`config.mk`:
```
export PLATFORM = sky130hd
export DESIGN_NAME = fpu_op_driver_flat
export DESIGN_NICKNAME = d
export VERILOG_FILES = /design/src/rtl/fpu_op_driver_if.sv /design/src/rtl/fpu_op_driver.sv /design/src/flat_wrapper.sv
export SDC_FILE = /design/constraint.sdc
export NUM_CORES = 1
export LEC_CHECK = 0
export CAP_MARGIN = 15
export CORE_UTILIZATION = 42
export DETAILED_ROUTE_END_ITERATION = 7
export GPL_TIMING_DRIVEN = 0
export HOLD_SLACK_MARGIN = 0.1
export PLACE_DENSITY_LB_ADDON = 0.3
export SETUP_SLACK_MARGIN = 0.02
export SKIP_CTS_REPAIR_TIMING = 1
export SYNTH_ARGS = -nofsm -noshare
export SYNTH_HDL_FRONTEND = slang
export SYNTH_SLANG_ARGS = --single-unit
```
`constraint.sdc`:
```
create_clock -name clk -period 4 [get_ports clk]
set_clock_uncertainty 0.1 [all_clocks]
set_input_delay 0.4 -clock clk [delete_from_list [all_inputs] [get_ports clk]]
set_output_delay 0.4 -clock clk [all_outputs]
set_load 0.01 [all_outputs]
```
`src/rtl/fpu_op_driver_if.sv`:
```
`default_nettype none
`timescale 1ns/1ps
// +--------------------------------------------------------------------+
// | Module      : fpu_op_driver_if                                     |
// | Description : Command/result handshakes and FPU operand/result     |
// |               handshakes around the FPU operation driver.          |
// | Revision    : 1.0 - initial release                                |
// +--------------------------------------------------------------------+
interface fpu_op_driver_if;
  // command side
  logic [31:0] cmd_a;
  logic [31:0] cmd_b;
  logic        cmd_valid;
  logic        cmd_ready;
  // result side
  logic [31:0] res_z;
  logic        res_valid;
  logic        res_ready;
  logic        res_timeout;
  // FPU operand A
  logic [31:0] fpu_a;
  logic        fpu_a_req;
  logic        fpu_a_ack;
  // FPU operand B
  logic [31:0] fpu_b;
  logic        fpu_b_req;
  logic        fpu_b_ack;
  // FPU result
  logic [31:0] fpu_z;
  logic        fpu_z_req;
  logic        fpu_z_ack;

  // The driver itself: it masters the FPU transaction sequence.
  modport master (
    input  cmd_a, cmd_b, cmd_valid, res_ready,
    input  fpu_a_ack, fpu_b_ack, fpu_z, fpu_z_req,
    output cmd_ready, res_z, res_valid, res_timeout,
    output fpu_a, fpu_a_req, fpu_b, fpu_b_req, fpu_z_ack
  );

  // The surroundings: command source, result sink and the FPU.
  modport slave (
    output cmd_a, cmd_b, cmd_valid, res_ready,
    output fpu_a_ack, fpu_b_ack, fpu_z, fpu_z_req,
    input  cmd_ready, res_z, res_valid, res_timeout,
    input  fpu_a, fpu_a_req, fpu_b, fpu_b_req, fpu_z_ack
  );
endinterface
`default_nettype wire

```
`src/rtl/fpu_op_driver.sv`:
```
`default_nettype none
`timescale 1ns/1ps
// +--------------------------------------------------------------------+
// | Module      : fpu_op_driver                                        |
// | Description : Sequences one FPU operation per command: sends A,    |
// |               sends B, collects Z, returns the result. Any stalled |
// |               handshake aborts with a quiet-NaN timeout result.    |
// | Revision    : 1.0 - initial release                                |
// +--------------------------------------------------------------------+
module fpu_op_driver #(
  parameter int unsigned TIMEOUT_CYCLES = 1024
) (
  input  logic                   clk,
  input  logic                   rst,
  fpu_op_driver_if.master        bus,
  output logic [15:0]            ops_done
);

  localparam logic [2:0] S_IDLE   = 3'd0;
  localparam logic [2:0] S_SEND_A = 3'd1;
  localparam logic [2:0] S_SEND_B = 3'd2;
  localparam logic [2:0] S_WAIT_Z = 3'd3;
  localparam logic [2:0] S_ACK_Z  = 3'd4;
  localparam logic [2:0] S_RESULT = 3'd5;

  localparam logic [15:0] STALL_LIMIT = 16'(TIMEOUT_CYCLES - 1);
  localparam logic [31:0] QNAN        = 32'h7FC0_0000;

  logic [2:0]  state_q,       state_d;
  logic        cmd_ready_q,   cmd_ready_d;
  logic        res_valid_q,   res_valid_d;
  logic        res_timeout_q, res_timeout_d;
  logic [31:0] res_z_q,       res_z_d;
  logic [31:0] fpu_a_q,       fpu_a_d;
  logic [31:0] fpu_b_q,       fpu_b_d;
  logic [31:0] b_hold_q,      b_hold_d;
  logic        fpu_a_req_q,   fpu_a_req_d;
  logic        fpu_b_req_q,   fpu_b_req_d;
  logic        fpu_z_ack_q,   fpu_z_ack_d;
  logic [15:0] ops_done_q,    ops_done_d;
  logic [15:0] stall_q,       stall_d;

  logic a_xfer;
  logic b_xfer;
  logic stall_hit;
  logic stall_state;
  logic timeout;

  // Handshakes only count when our own req is up, so stray acks are ignored.
  assign a_xfer      = fpu_a_req_q & bus.fpu_a_ack;
  assign b_xfer      = fpu_b_req_q & bus.fpu_b_ack;
  assign stall_hit   = (stall_q == STALL_LIMIT);
  assign stall_state = (state_q == S_SEND_A) || (state_q == S_SEND_B) ||
                       (state_q == S_WAIT_Z) || (state_q == S_ACK_Z);

  // State register.
  always_ff @(posedge clk) begin
    if (rst) begin
      state_q <= S_IDLE;
    end else begin
      state_q <= state_d;
    end
  end

  // Next state; a real transition always beats a coincident timeout.
  always_comb begin
    state_d = state_q;
    timeout = 1'b0;
    case (state_q)
      S_IDLE: begin
        if (bus.cmd_valid && cmd_ready_q) state_d = S_SEND_A;
      end
      S_SEND_A: begin
        if (a_xfer)         state_d = S_SEND_B;
        else if (stall_hit) timeout = 1'b1;
      end
      S_SEND_B: begin
        if (b_xfer)         state_d = S_WAIT_Z;
        else if (stall_hit) timeout = 1'b1;
      end
      S_WAIT_Z: begin
        if (bus.fpu_z_req)  state_d = S_ACK_Z;
        else if (stall_hit) timeout = 1'b1;
      end
      S_ACK_Z: begin
        if (!bus.fpu_z_req) state_d = S_RESULT;
        else if (stall_hit) timeout = 1'b1;
      end
      S_RESULT: begin
        if (bus.res_ready) state_d = S_IDLE;
      end
      default: state_d = S_IDLE;
    endcase
    if (timeout) state_d = S_RESULT;
  end

  // Next values of every registered output, keyed on the current state.
  always_comb begin
    cmd_ready_d   = (state_d == S_IDLE);
    res_valid_d   = res_valid_q;
    res_timeout_d = res_timeout_q;
    res_z_d       = res_z_q;
    fpu_a_d       = fpu_a_q;
    fpu_b_d       = fpu_b_q;
    b_hold_d      = b_hold_q;
    fpu_a_req_d   = fpu_a_req_q;
    fpu_b_req_d   = fpu_b_req_q;
    fpu_z_ack_d   = fpu_z_ack_q;
    ops_done_d    = ops_done_q;
    // Restarts from zero on every state change, counts while parked.
    stall_d       = 16'd0;
    if (stall_state && (state_d == state_q)) stall_d = stall_q + 16'd1;

    case (state_q)
      S_IDLE: begin
        if (state_d == S_SEND_A) begin
          fpu_a_d     = bus.cmd_a;
          b_hold_d    = bus.cmd_b;
          fpu_a_req_d = 1'b1;
        end
      end
      S_SEND_A: begin
        if (a_xfer) begin
          fpu_a_req_d = 1'b0;
          fpu_b_d     = b_hold_q;
          fpu_b_req_d = 1'b1;
        end
      end
      S_SEND_B: begin
        if (b_xfer) fpu_b_req_d = 1'b0;
      end
      S_WAIT_Z: begin
        if (bus.fpu_z_req) begin
          res_z_d     = bus.fpu_z;
          fpu_z_ack_d = 1'b1;
        end
      end
      S_ACK_Z: begin
        if (!bus.fpu_z_req) begin
          fpu_z_ack_d   = 1'b0;
          res_valid_d   = 1'b1;
          res_timeout_d = 1'b0;
          ops_done_d    = ops_done_q + 16'd1;
        end
      end
      S_RESULT: begin
        if (bus.res_ready) res_valid_d = 1'b0;
      end
      default: ;
    endcase

    // Abort: drop every handshake line and return a quiet NaN.
    if (timeout) begin
      fpu_a_req_d   = 1'b0;
      fpu_b_req_d   = 1'b0;
      fpu_z_ack_d   = 1'b0;
      res_z_d       = QNAN;
      res_timeout_d = 1'b1;
      res_valid_d   = 1'b1;
    end
  end

  // Output and datapath registers.
  always_ff @(posedge clk) begin
    if (rst) begin
      cmd_ready_q   <= 1'b1;
      res_valid_q   <= 1'b0;
      res_timeout_q <= 1'b0;
      res_z_q       <= 32'd0;
      fpu_a_q       <= 32'd0;
      fpu_b_q       <= 32'd0;
      b_hold_q      <= 32'd0;
      fpu_a_req_q   <= 1'b0;
      fpu_b_req_q   <= 1'b0;
      fpu_z_ack_q   <= 1'b0;
      ops_done_q    <= 16'd0;
      stall_q       <= 16'd0;
    end else begin
      cmd_ready_q   <= cmd_ready_d;
      res_valid_q   <= res_valid_d;
      res_timeout_q <= res_timeout_d;
      res_z_q       <= res_z_d;
      fpu_a_q       <= fpu_a_d;
      fpu_b_q       <= fpu_b_d;
      b_hold_q      <= b_hold_d;
      fpu_a_req_q   <= fpu_a_req_d;
      fpu_b_req_q   <= fpu_b_req_d;
      fpu_z_ack_q   <= fpu_z_ack_d;
      ops_done_q    <= ops_done_d;
      stall_q       <= stall_d;
    end
  end

  assign bus.cmd_ready   = cmd_ready_q;
  assign bus.res_valid   = res_valid_q;
  assign bus.res_timeout = res_timeout_q;
  assign bus.res_z       = res_z_q;
  assign bus.fpu_a       = fpu_a_q;
  assign bus.fpu_b       = fpu_b_q;
  assign bus.fpu_a_req   = fpu_a_req_q;
  assign bus.fpu_b_req   = fpu_b_req_q;
  assign bus.fpu_z_ack   = fpu_z_ack_q;
  assign ops_done        = ops_done_q;

endmodule
`default_nettype wire

```
`src/flat_wrapper.sv`:
```
// flat-port wrapper written by rule: the top's interface ports become plain ports
module fpu_op_driver_flat 
#(
  parameter int unsigned TIMEOUT_CYCLES = 1024
)
  (clk, rst, ops_done, bus_cmd_a, bus_cmd_b, bus_cmd_valid, bus_res_ready, bus_fpu_a_ack, bus_fpu_b_ack, bus_fpu_z, bus_fpu_z_req, bus_cmd_ready, bus_res_z, bus_res_valid, bus_res_timeout, bus_fpu_a, bus_fpu_a_req, bus_fpu_b, bus_fpu_b_req, bus_fpu_z_ack);
  fpu_op_driver_if bus_i ();
  input  logic clk;
  input  logic rst;
  output logic [15:0] ops_done;
  input wire logic [$bits(bus_i.cmd_a)-1:0] bus_cmd_a;
  input wire logic [$bits(bus_i.cmd_b)-1:0] bus_cmd_b;
  input wire logic [$bits(bus_i.cmd_valid)-1:0] bus_cmd_valid;
  input wire logic [$bits(bus_i.res_ready)-1:0] bus_res_ready;
  input wire logic [$bits(bus_i.fpu_a_ack)-1:0] bus_fpu_a_ack;
  input wire logic [$bits(bus_i.fpu_b_ack)-1:0] bus_fpu_b_ack;
  input wire logic [$bits(bus_i.fpu_z)-1:0] bus_fpu_z;
  input wire logic [$bits(bus_i.fpu_z_req)-1:0] bus_fpu_z_req;
  output wire logic [$bits(bus_i.cmd_ready)-1:0] bus_cmd_ready;
  output wire logic [$bits(bus_i.res_z)-1:0] bus_res_z;
  output wire logic [$bits(bus_i.res_valid)-1:0] bus_res_valid;
  output wire logic [$bits(bus_i.res_timeout)-1:0] bus_res_timeout;
  output wire logic [$bits(bus_i.fpu_a)-1:0] bus_fpu_a;
  output wire logic [$bits(bus_i.fpu_a_req)-1:0] bus_fpu_a_req;
  output wire logic [$bits(bus_i.fpu_b)-1:0] bus_fpu_b;
  output wire logic [$bits(bus_i.fpu_b_req)-1:0] bus_fpu_b_req;
  output wire logic [$bits(bus_i.fpu_z_ack)-1:0] bus_fpu_z_ack;
  assign bus_i.cmd_a = bus_cmd_a;
  assign bus_i.cmd_b = bus_cmd_b;
  assign bus_i.cmd_valid = bus_cmd_valid;
  assign bus_i.res_ready = bus_res_ready;
  assign bus_i.fpu_a_ack = bus_fpu_a_ack;
  assign bus_i.fpu_b_ack = bus_fpu_b_ack;
  assign bus_i.fpu_z = bus_fpu_z;
  assign bus_i.fpu_z_req = bus_fpu_z_req;
  assign bus_cmd_ready = bus_i.cmd_ready;
  assign bus_res_z = bus_i.res_z;
  assign bus_res_valid = bus_i.res_valid;
  assign bus_res_timeout = bus_i.res_timeout;
  assign bus_fpu_a = bus_i.fpu_a;
  assign bus_fpu_a_req = bus_i.fpu_a_req;
  assign bus_fpu_b = bus_i.fpu_b;
  assign bus_fpu_b_req = bus_i.fpu_b_req;
  assign bus_fpu_z_ack = bus_i.fpu_z_ack;
  fpu_op_driver #(.TIMEOUT_CYCLES(TIMEOUT_CYCLES)) u_core (.clk(clk), .rst(rst), .bus(bus_i), .ops_done(ops_done));
endmodule
```
==> run metrics <==
outcome complete, no violations; main area contributors after synthesis dfxtp_1 (54%), nand2_1 (16%), a21oi_1 (11%); Placed Area 8690 um2; post-synth top area cell dfxtp_1; critical path capture point type flip-flop; max-cap violation count 0; CTS tree built; Worst Max-Slew Pin Slew 0.729 ns; hold path depth 2; leading cell type in the layout, fill and taps excluded nand2_1; initial antenna violation count 0; Root Buffer clkbuf_16; IO Pins 221; crit share post-route 0.595; WP data arrival 2.59 ns; part of the power in registers 0.472; Residual DRC 0; drt pass-1 iters 5; Sw Share 0.245; worst min-delay path class reg -> reg; Max Fanout on Critical Path 10; WS Path Type reg -> reg; vias 5,958; Peak VDD IR 0.358 mV; die area 15,400 um2; Syn. warnings 0; most frequent cells in the layout nand2_1 (273), clkdlybuf4s50_1 (219), dfxtp_1 (169); worst path cell trace ha_1, inv_1, nor3_2, nand3_1, o21ai_2, buf_2, a21oi_1; Final Slew Violations 0; post-DR vias/cell 4.93; number of global-route vias before repair 5,607; part of the Yosys area used for sequential elements 0.540; DIE WIDTH 124 um; chip height 124 um; CTS Buffer Depth 2; Post-Place Worst Slack 1.31 ns; area growth from synthesis to layout 47.5%; Hold Vio Cnt, Final 0; core area 14,500 um2; syn_nets 879; critical path launch point type flip-flop; slowest cell on the critical path o21ai_2; fin area 9250 um2; Leak 0.00318 uW; # rows 44; largest net degree at the start of global routing 17; flops & latches, synth 169; Post-Route WL 17,500 um; Max Fclk 420 MHz; Worst Min Path Start u_core.b_hold_q[25]; unrepaired setup endpoints after global routing no; Setup WS post-layout 1.62 ns; clk slew on worst S/H paths 0.06 ns; first-pass GRT wire length 27,000 um; Synth top area share 0.540; Detail Route Antenna Nets 0; wire per inst 14.5 um; # port buffers 219; Syn Area/Cell 8.10 um2; worst reg2reg path startpoint u_core.stall_q[0]; P_sw 924 uW; fin util 0.636; pwr dens 407 nW/um2; Layout Nets 1,117; crit path time final 2.38 ns; reg2reg path depth 7; initial drt markers 319; post-synth cell types 42; Worst R2R Setup Slack 1.62 ns; # diodes 0; Clk Latency, worst-skew pair 0.43 ns; CP peak stage delay 0.47 ns; Reg-to-Reg End u_core.bus.res_z[17]; H-tree depth 4; WP depth 7; Final setup viols 0; Syn Inst Count 774; Initial Util 0.431; layout cells sized above 1 0.0429; Pint 2840 uW; Sink Count 169; Slew HR 0.510; mapped cell area 6270 um2; Crit path required time 4.21 ns; critical path's top delay family simple AND/OR/NAND/NOR gates; setup_tns 0 ns; WHS Endpoint u_core.bus.fpu_b[25]; Num CTS Buffers 17; Most used DFF post-synth dfxtp_1; Total Routing Usage GR 0.229; grt ovf 0; EDFF count, synth 0; Final Wtd Congestion 0.804; Comb pwr share 0.113; clock group share of total power 0.414; worst path buffer plus inverter count 2; dpl hpwl 12,500 um; Post-synth ARST share 0
## synthesized netlist by cell type, types with 4 or more instances
cell type  instances
or3_1              4
o21ai_0            6
a21oi_1          132
a31oi_1            9
nand2_1          273
xor2_1            20
nand3_1           11
and3_1             6
buf_2              5
nor2_1            39
dfxtp_1          169
inv_1              5
clkbuf_1          40
xnor2_1            8
nand4_1            5
nor3_1             6
## tightest hold or removal path: stages (launching register included)
cell and delay [ns]:
dfxtp_1 0.31, nand2_1 0.05, a21oi_1 0.05
## routing by layer
layer	track usage	vias up	routed length [um]
met5	0	-	0
met1	0.270	2720	7400
met2	0.387	193	8460
met4	0.0930	0	375
li1	-	3017	-
met3	0.0701	28	1260
## area by class of cell
type                       count  area [um2]
buffer                        48         194
clock buffer                  21         460
clock inverter                11        96.3
fill                        1326        5280
inverter                       5        18.8
multi-input combinational    552        2680
sequential                   169        3380
tap                          184         230
timing repair buffer         219        2190
## power groups by stage
stage	combinational, uW	sequential, uW	clock [uW]
2_1_floorplan	180	1830	0
6_report	426	1780	1560
5_1_grt	468	1790	1640
3_3_place_gp	422	1820	0
4_1_cts	430	1780	1590
3_5_place_dp	427	1820	0
## registers in the layout, indices dropped and copies added, names as in the netlist
register / cells
u_core.b_hold_q: 32
u_core.bus.cmd_ready: 1
u_core.bus.fpu_a: 32
u_core.bus.fpu_a_req: 1
u_core.bus.fpu_b: 32
u_core.bus.fpu_b_req: 1
u_core.bus.fpu_z_ack: 1
u_core.bus.res_timeout: 1
u_core.bus.res_valid: 1
u_core.bus.res_z: 32
u_core.ops_done: 16
u_core.stall_q: 16
u_core.state_q: 3
## through the flow
stage | instances | power (uW) | hold slack, ns
after floorplan | 774 | 2010 | 0.330
after global routing | 1209 | 3900 | 0.368
after detailed placement | 1177 | 2240 | 0.343
after CTS | 1209 | 3800 | 0.348
after global placement | 1177 | 2240 | 0.338
final | 1209 | 3770 | 0.350
## worst max path at each step
| stage | start | to | slack, ns |
|---|---|---|---|
| 2_1_floorplan | u_core.stall_q[0] | u_core.bus.fpu_a_req | 2.14 |
| 3_3_place_gp | bus_fpu_z_req | u_core.bus.res_z[23] | 1.34 |
| 3_5_place_dp | bus_fpu_z_req | u_core.ops_done[15] | 1.31 |
| 4_1_cts | u_core.stall_q[0] | u_core.bus.res_z[15] | 1.61 |
| 5_1_grt | u_core.stall_q[0] | u_core.bus.res_z[17] | 1.36 |
| 6_report | u_core.stall_q[0] | u_core.bus.res_z[17] | 1.62 |
## cells by family (layout without fill, tap and decap cells)
group | Yosys count | count (layout) | synth area share
multiplexers | 2 | 2 | 0.00319
AO/OA/AOI/OAI | 158 | 158 | 0.139
XOR/XNOR | 28 | 28 | 0.0391
buffers and inverters | 53 | 304 | 0.0339
AND/OR/NAND/NOR | 362 | 362 | 0.241
adder cells (fa/ha/maj) | 2 | 2 | 0.00399
flip-flops | 169 | 169 | 0.540
Note: power is estimated with default switching activity, not from simulation.
